## config.mk

```make
export PLATFORM = sky130hd
export DESIGN_NAME = wb_conbus_rr
export DESIGN_NICKNAME = d
export VERILOG_FILES = /design/src/rtl/wb_conbus_rr.sv
export SDC_FILE = /design/constraint.sdc
export NUM_CORES = 1
export LEC_CHECK = 0
export ABC_AREA = 0
export BUFFER_PORTS_ARGS = -buffer_cell sky130_fd_sc_hd__buf_2
export CELL_PAD_IN_SITES_DETAIL_PLACEMENT = 0
export CELL_PAD_IN_SITES_GLOBAL_PLACEMENT = 1
export CORE_AREA = 2 2 199 201
export CTS_CLUSTER_SIZE = 24
export DETAILED_ROUTE_END_ITERATION = 16
export DIE_AREA = 0 0 201 203
export PLACE_DENSITY = 0.54
export RECOVER_POWER = 25
export SLEW_MARGIN = 20
export SYNTH_ARGS = -nofsm -noshare
export SYNTH_HDL_FRONTEND = slang
export SYNTH_SLANG_ARGS = --single-unit
```

## constraint.sdc

```tcl
create_clock -name sys_clk -period 2.3 [get_ports sys_clk]
set_input_delay 0.23 -clock sys_clk [delete_from_list [all_inputs] [get_ports sys_clk]]
set_output_delay 0.23 -clock sys_clk [all_outputs]
set_load 0.03 [all_outputs]
```

## src/rtl/wb_conbus_rr.sv

```systemverilog
// Wishbone shared bus, NM masters to NS slaves: registered round-robin grant held for the whole cyc,
// top-address-bit decode, ack/err/data routed from the selected slave only, unmapped and watchdog errors.
module wb_conbus_rr #(
  parameter int                  NM       = 2,
  parameter int                  NS       = 7,
  parameter int                  AW       = 32,
  parameter int                  DW       = 32,
  parameter int                  DEC_W    = 3,
  parameter logic [NS*DEC_W-1:0] SLV_ADDR = 21'h1AC688,
  parameter int                  TIMEOUT  = 255
) (
  input  logic                 sys_clk,
  input  logic                 sys_rst_n,
  input  logic [NM*DW-1:0]     m_dat_i,
  output logic [DW-1:0]        m_dat_o,
  input  logic [NM*AW-1:0]     m_adr_i,
  input  logic [NM*3-1:0]      m_cti_i,
  input  logic [NM*(DW/8)-1:0] m_sel_i,
  input  logic [NM-1:0]        m_we_i,
  input  logic [NM-1:0]        m_cyc_i,
  input  logic [NM-1:0]        m_stb_i,
  output logic [NM-1:0]        m_ack_o,
  output logic [NM-1:0]        m_err_o,
  output logic [DW-1:0]        s_dat_o,
  output logic [AW-1:0]        s_adr_o,
  output logic [2:0]           s_cti_o,
  output logic [DW/8-1:0]      s_sel_o,
  output logic                 s_we_o,
  output logic [NS-1:0]        s_cyc_o,
  output logic [NS-1:0]        s_stb_o,
  input  logic [NS*DW-1:0]     s_dat_i,
  input  logic [NS-1:0]        s_ack_i,
  input  logic [NS-1:0]        s_err_i,
  output logic [NM-1:0]        gnt_o
);

  localparam int SW = DW / 8;
  localparam int LW = (NM > 1) ? $clog2(NM) : 1;
  localparam int CW = (TIMEOUT > 1) ? $clog2(TIMEOUT) : 1;
  localparam logic [CW-1:0] TO_LAST = CW'((TIMEOUT > 0) ? TIMEOUT - 1 : 0);

  typedef enum logic [0:0] {IDLE, OWNED} state_e;

  state_e        state_q, state_d;
  logic [NM-1:0] gnt_q, gnt_d;
  logic [LW-1:0] last_q, last_d;
  logic [CW-1:0] cnt_q, cnt_d;
  logic          err_q, err_d;

  logic [AW-1:0] own_adr;
  logic [DW-1:0] own_dat;
  logic [2:0]    own_cti;
  logic [SW-1:0] own_sel;
  logic          own_we, own_cyc, own_stb;
  logic [NS-1:0] slv_sel;
  logic          mapped, ack_hit, err_hit, gnt_chg, to_fire, unm_fire;

  // Search starts just after the last owner and wraps round to it.
  function automatic logic [NM-1:0] rr_pick(input logic [NM-1:0] req, input logic [LW-1:0] last);
    logic [NM-1:0] pick;
    logic          found;
    pick  = '0;
    found = 1'b0;
    for (int i = 0; i < NM; i++) begin
      if (!found && req[i] && i > int'(last)) begin
        pick[i] = 1'b1;
        found   = 1'b1;
      end
    end
    for (int i = 0; i < NM; i++) begin
      if (!found && req[i] && i <= int'(last)) begin
        pick[i] = 1'b1;
        found   = 1'b1;
      end
    end
    return pick;
  endfunction

  always_ff @(posedge sys_clk or negedge sys_rst_n) begin
    if (!sys_rst_n) begin
      state_q <= IDLE;
      gnt_q   <= '0;
      last_q  <= LW'(NM - 1);
      cnt_q   <= '0;
      err_q   <= 1'b0;
    end else begin
      state_q <= state_d;
      gnt_q   <= gnt_d;
      last_q  <= last_d;
      cnt_q   <= cnt_d;
      err_q   <= err_d;
    end
  end

  always_comb begin
    state_d = state_q;
    gnt_d   = gnt_q;
    case (state_q)
      IDLE: begin
        if (|m_cyc_i) begin
          gnt_d   = rr_pick(m_cyc_i, last_q);
          state_d = OWNED;
        end
      end
      OWNED: begin
        // Owner released: hand over on this same edge if anyone else is waiting.
        if (!own_cyc) begin
          gnt_d   = rr_pick(m_cyc_i & ~gnt_q, last_q);
          state_d = (|(m_cyc_i & ~gnt_q)) ? OWNED : IDLE;
        end
      end
      default: begin
        state_d = IDLE;
        gnt_d   = '0;
      end
    endcase
    last_d = last_q;
    for (int k = 0; k < NM; k++) begin
      if (gnt_d[k]) last_d = LW'(k);
    end
  end

  always_comb begin
    own_adr = '0;
    own_dat = '0;
    own_cti = '0;
    own_sel = '0;
    own_we  = 1'b0;
    for (int k = 0; k < NM; k++) begin
      if (gnt_q[k]) begin
        own_adr = own_adr | m_adr_i[k*AW +: AW];
        own_dat = own_dat | m_dat_i[k*DW +: DW];
        own_cti = own_cti | m_cti_i[k*3 +: 3];
        own_sel = own_sel | m_sel_i[k*SW +: SW];
        own_we  = own_we  | m_we_i[k];
      end
    end
  end

  assign own_cyc = |(gnt_q & m_cyc_i);
  assign own_stb = |(gnt_q & m_stb_i);

  always_comb begin
    slv_sel = '0;
    mapped  = 1'b0;
    for (int i = 0; i < NS; i++) begin
      if (!mapped && (|gnt_q) && own_adr[AW-1 -: DEC_W] == SLV_ADDR[i*DEC_W +: DEC_W]) begin
        slv_sel[i] = 1'b1;
        mapped     = 1'b1;
      end
    end
  end

  assign ack_hit = own_stb & (|(s_ack_i & slv_sel));
  assign err_hit = own_stb & (|(s_err_i & slv_sel));
  assign gnt_chg = (gnt_d != gnt_q);
  assign unm_fire = own_stb & ~mapped & ~err_q;

  // Internal error goes to the current owner only; a grant change drops it.
  always_comb begin
    cnt_d   = '0;
    to_fire = 1'b0;
    if (TIMEOUT > 0 && own_stb && mapped && !ack_hit && !err_hit && !err_q && !gnt_chg) begin
      if (cnt_q == TO_LAST) to_fire = 1'b1;
      else                  cnt_d   = cnt_q + CW'(1);
    end
    err_d = (unm_fire | to_fire) & ~gnt_chg;
  end

  always_comb begin
    m_dat_o = '0;
    for (int i = 0; i < NS; i++) begin
      if (slv_sel[i]) m_dat_o = m_dat_o | s_dat_i[i*DW +: DW];
    end
  end

  assign m_ack_o = gnt_q & {NM{ack_hit}};
  assign m_err_o = gnt_q & {NM{err_hit | err_q}};
  assign s_dat_o = own_dat;
  assign s_adr_o = own_adr;
  assign s_cti_o = own_cti;
  assign s_sel_o = own_sel;
  assign s_we_o  = own_we;
  assign s_cyc_o = {NS{own_cyc}} & slv_sel;
  assign s_stb_o = {NS{own_stb}} & slv_sel;
  assign gnt_o   = gnt_q;

endmodule

```

== Word level (Yosys, flattened, before mapping) ==
Cells that the tools add are included.
Storage, ports and cells
  input port bits: 388
  flip-flop bits (word level): 13
  logic and storage cells: 156
  output and inout bits: 124
Operators by class
  reduce and logical (&&, ||, !) cells: 49
  equal/unequal tests: 8
  $lt $le $gt $ge: 2
  bitwise operators: 32
  multiplexer cells: 59
  $add $sub $neg: 1
Operators with widths (count)
  $mux 32: 11
  $or 32x32->32: 8
  $mux 1: 38
  $and 7x7->7: 4
  $logic_and 1x1->1: 26
  $mux 8: 2
  $logic_not 1->1: 14
  $reduce_or 7->1: 2
  $and 2x2->2: 5
  $reduce_or 2->1: 5
  $eq 3x3->1 const B: 3
  $add 8x1->8 const B: 1
  $eq 8x8->1 const B: 1
  $mux 4: 2
  $eq 3x2->1 const B: 2
  $mux 3: 2
  $and 1x1->1: 5
  $mux 2: 2
  $not 1->1: 4
  $or 4x4->4: 1
  $pmux 2 s2: 1
  $eq 3x1->1 const B: 1
  $logic_not 3->1: 1
  $or 1x1->1: 3
  other kinds (7): 7

== Logic depth before layout (Yosys ltp) ==
  depth in word-level cells: 41
  gate-level depth with buffers: 11
  mapped depth without buffers: 7

== Worst setup path after synthesis ==
Ideal clock, no wire load.
  path kind: reg-to-output
  start point: register gnt_q[0], in the netlist gnt_o[0]
  end point: output m_ack_o[0]
  path slack: -0.511 ns
  cell stages (with the launch flop): 8
  data arrival time: 2.581 ns
  data required time: 2.070 ns
  path buffers: 3
  path through: dfrtp_1 -> buf_4 -> a22oi_4 -> inv_2 -> buf_6 -> buf_6 -> o21a_1 -> nor4b_1
Between the ends
  longest elaborated chain between the ends: 34
  elaborated cells on any way between the ends: 48
  classes of those cells: 6 x eq/ne; 14 x mux; 5 x bitwise; 23 x reduce/logical
Ends and longest elaborated chain
  start, declared: RTL line 45  | logic [NM-1:0] gnt_q, gnt_d;
  start signal, assigned: RTL line 88  | gnt_q <= gnt_d;
  $mux 32: RTL line 130  | if (gnt_q[k]) begin
  $or 32x32->32: RTL line 131  | own_adr = own_adr | m_adr_i[k*AW +: AW];
  $mux 32: RTL line 130
  $logic_not 3->1: RTL line 147  | if (!mapped && (|gnt_q) && own_adr[AW-1 -: DEC_W] == SLV_ADDR[i*DEC_W +: DEC_W]) begin
  $logic_and 1x1->1: RTL line 147
  $mux 1: RTL line 147
  $logic_not 1->1: RTL line 147
  $logic_and 1x1->1 (2 in series): RTL line 147
  [16 not listed]
  $mux 1: RTL line 147
  $logic_not 1->1: RTL line 147
  $logic_and 1x1->1 (2 in series): RTL line 147
  $mux 1: RTL line 147
  $and 7x7->7: RTL line 154  | assign ack_hit = own_stb & (|(s_ack_i & slv_sel));
  $reduce_or 7->1: RTL line 154
  $and 1x1->1: RTL line 154
  $and 2x2->2 (*): RTL line 177  | assign m_ack_o = gnt_q & {NM{ack_hit}};
  end, declared: RTL line 22  | output logic [NM-1:0] m_ack_o,
Mark *: on every way between the ends. The rest lies on a longest branch, timed or not.

== Final worst setup path ==
  start point: register gnt_q[1], in the netlist gnt_o[1]
  end point: output m_dat_o[2]
Between the ends
  longest elaborated chain between the ends: 29
  elaborated cells on any way between the ends: 53
  classes of those cells: 6 x eq/ne; 20 x mux; 6 x bitwise; 21 x reduce/logical
Ends and longest elaborated chain
  $mux 32: RTL line 130
  $logic_not 3->1: RTL line 147
  $logic_and 1x1->1: RTL line 147
  $mux 1: RTL line 147
  $logic_not 1->1: RTL line 147
  $logic_and 1x1->1 (2 in series): RTL line 147
  $mux 1: RTL line 147
  $logic_not 1->1: RTL line 147
  [10 not listed]
  $mux 1: RTL line 147
  $logic_not 1->1: RTL line 147
  $logic_and 1x1->1 (2 in series): RTL line 147
  $mux 1: RTL line 147
  $logic_not 1->1: RTL line 147
  $logic_and 1x1->1 (2 in series): RTL line 147
  $mux 1: RTL line 147
  $mux 32 (*): RTL line 173  | if (slv_sel[i]) m_dat_o = m_dat_o | s_dat_i[i*DW +: DW];
  end, declared: RTL line 15  | output logic [DW-1:0] m_dat_o,
Marks and branches as above.

==> impl_results.md <==
* Outcome: finished with violations
* Failing checks: setup timing
* Switching power at 3340 uW
* Leakage at around 0.0042 uW
* Area leader, netlist: a21oi_1
* Starting Density at 9.34%
* Finish-stage setup viols at 21
* Area of the multi-input gates at roughly 3500 um2
* IR Drop Worst-Case VDD at roughly 0.00023 V
* RSZ-0062 raised after global routing: true
* Commonest non-fill, non-tap cell in the layout: buf_2
* Vias per cell at 4.13
* Final period utilization at 102%
* Largest net degree at the start of global routing at 73
* Syn_area_per_cell at between 6 and 7 um2
* First-pass DRT Iterations at 5
* Fin. max-slew vios at 0
* Ys Warns at 0
* Minimum clock period at 2350 ps
* Commonest cells after routing, fill and taps aside: buf_2, nand2_1, a21oi_1
* Core ar. at 38500 um2
* Element type at the critical path end: output port
* Fin worst setup slack at -50.6 ps
* Post-synthesis sequential area ratio at approximately 9.1%
* Placed Cells at ~1600
* H-tree levels at 1
* CTS Buf Count at 3
* Net count, final at ~1500
* CTS Sinks at 13
* First-pass GRT wire length at 40.8 mm
* Clock root buffer: clkbuf_16
* Overall Power at between 5000 and 6000 uW
* Comb power frac at between 80 and 90%
* Slew @ Worst Pin at 934 ps
* Final design utilization at about a fifth
* Filler cell count at 4379
* Chip width at ~200 um
* Chip Height at slightly above 200 um
* Cell area after layout at around 8100 um2
* Mapped Cells at approximately 590
* Share of layout cells above drive strength 1 at 62.7%
* Post-synth cell types at 51
* Register bit total from synthesis at 13
* Startpoint Class: flop
* # IOs at between 500 and 600
* Placement Cell Area at slightly below 7000 um2
* Req. time, crit path at slightly above 2000 ps
* CTS clk-pin slew, worst paths at 50 ps
* Internal cell power at 2650 uW
* Routed vias at roughly 6700
* Sum of negative setup slack at -433 ps
* Syn_nets at 978
* Crit path kind: reg -> out
* Total global routing overflow at 0
* CTS tree: built
* Layout area overhead at 127%
* Drt initial violations at around 370
* Gpl congestion at 0.842
* DP HPWL at approximately 22 mm
* Die footprint at around 40000 um2
* Max Clk Rate at approximately 430 MHz
* Aggregate routed wire length at about 30 mm
* Clock skew at between 2 and 2.5 ps
* Row Count at 72
* Sequential power share at roughly 4.8%
* CP Max Fanout at 17
* Arr. time, crit path at 2120 ps
* PortBufs at 511
* DRC viols at 0
* Switching Share at a little under three fifths
* Max cap viols at 0
* Final Hold Fails at 0
* Worst hold path type: in -> reg
* Slew HR at between 30% and 40%
* Top cells by area, synth: a21oi_1, a22o_1, nand2_1
* Initial antenna violation count at 5
* WL/cell at approximately 18 um
* Worst-Skew Late Latency at roughly 240 ps
* Antenna viol nets, final at 0
* CTS Buffer Depth at 2
* Finished Layout Cells at ~1600
* Clock power share at 5.5%
* Overall Global Routing Usage at 13.0%
* Sequential cell area at roughly 330 um2
* Pwr Density at roughly 730 nW/um2
* Vias in the first global route at approximately 6800
* Synth top area share at about a fifth
* Syn Std Cell Area at 3590 um2
==> cells by family after synthesis <==
| kind of cell | count (synthesis) | synth area share, % |
|---|---|---|
| buffers and inverters | 68 | 8.82 |
| AOI/OAI and AO/OA | 302 | 56.8 |
| and+or+nand+nor | 197 | 23.2 |
| xor gates and xnor gates | 6 | 1.46 |
| DFF | 13 | 9.09 |
| adders and majority gates | 2 | 0.697 |
==> metrics by stage <==
step,hold WS [ps],setup slack (ps)
finish,369,-50.6
global route,384,-153
CTS,346,-44.1
detailed placement,140,32.6
global placement,145,18.7
floorplan,-65.6,-113
==> flip-flops by register name (all words and copies together), names as in the netlist <==
register / flops
last_q: 1
err_q: 1
gnt_o: 2
cnt_q: 8
state_q: 1
==> per-layer routing <==
layer  GRT usage [%]  part of all wire (%)  vias up
met2            24.5                    52      302
met1            15.2                    40     3149
met4            3.25                   2.3        8
met3            1.97                   6.1       42
li1                -                     -     3203
met5               0                  0.15        -
==> path summary, 6_finish.rpt <==
check	startpoint	endpoint	slack (ps)	depth (start not counted)
max	gnt_o[1]	m_dat_o[2]	-50	10
min	m_cyc_i[0]	state_q	370	2
max reg2reg	gnt_o[1]	err_q	80	10
min reg2reg	last_q	last_q	500	2
max in group asynchronous	sys_rst_n	gnt_o[0]	1240	2
min in group asynchronous	sys_rst_n	cnt_q[2]	560	2
==> cell usage after synthesis (all sizes together) <==
master   count
a2111oi      1
a211oi       2
a21o        32
a21oi      140
a22o        73
a22oi        6
a311o        1
a31o         2
a31oi        1
and2         2
and3         2
buf         35
clkbuf      24
dfrtp       12
dfstp        1
ha           2
inv          9
nand2      142
nand3        7
nor2        18
nor2b        2
nor3        18
nor3b        1
nor4         1
nor4b        1
o21a         1
o21ai        4
o21bai       1
o221ai       2
o22ai       33
o2bb2ai      1
o31a         1
o31ai        1
or2          3
xnor2        1
xor2         5
==> critical path, stage by stage (launching register included) <==
cell and delay [ps]:
dfrtp_2 440, buf_6 140, a22oi_4 190, buf_6 150
nor2_4 40, buf_4 130, buf_12 150, a21oi_1 190
o22ai_1 120, a21o_1 160, buf_4 160
==> what timing repair did <==
| item | CTS | global route |
|---|---|---|
| endpoints found under the hold margin | 12 | 0 |
| gates cloned | 5 | 6 |
| pin swaps | 14 | 19 |
| setup buffers | 13 | 6 |
| endpoints found under the setup margin | 36 | 44 |
| hold buffers | 1 | 0 |
| resized for setup | 80 | 97 |
==> layout make-up <==
class | instances | area share (%)
flip-flops and latches | 13 | 4.04
inverters | 9 | 0.568
repair buffers | 571 | 43.9
well taps | 518 | 7.95
clock buffers | 4 | 0.967
diodes | 1 | 0.0307
multi-input cells | 507 | 42.5
==> power groups by stage <==
stage | logic, uW | clock network [uW] | registers, uW
after floorplan | 2830 | 0 | 293
after global placement | 4410 | 0 | 291
after detailed placement | 4410 | 0 | 292
after CTS | 4970 | 332 | 285
after global routing | 5720 | 345 | 289
final | 5370 | 328 | 286
Note: power is estimated with default switching activity, not from simulation.
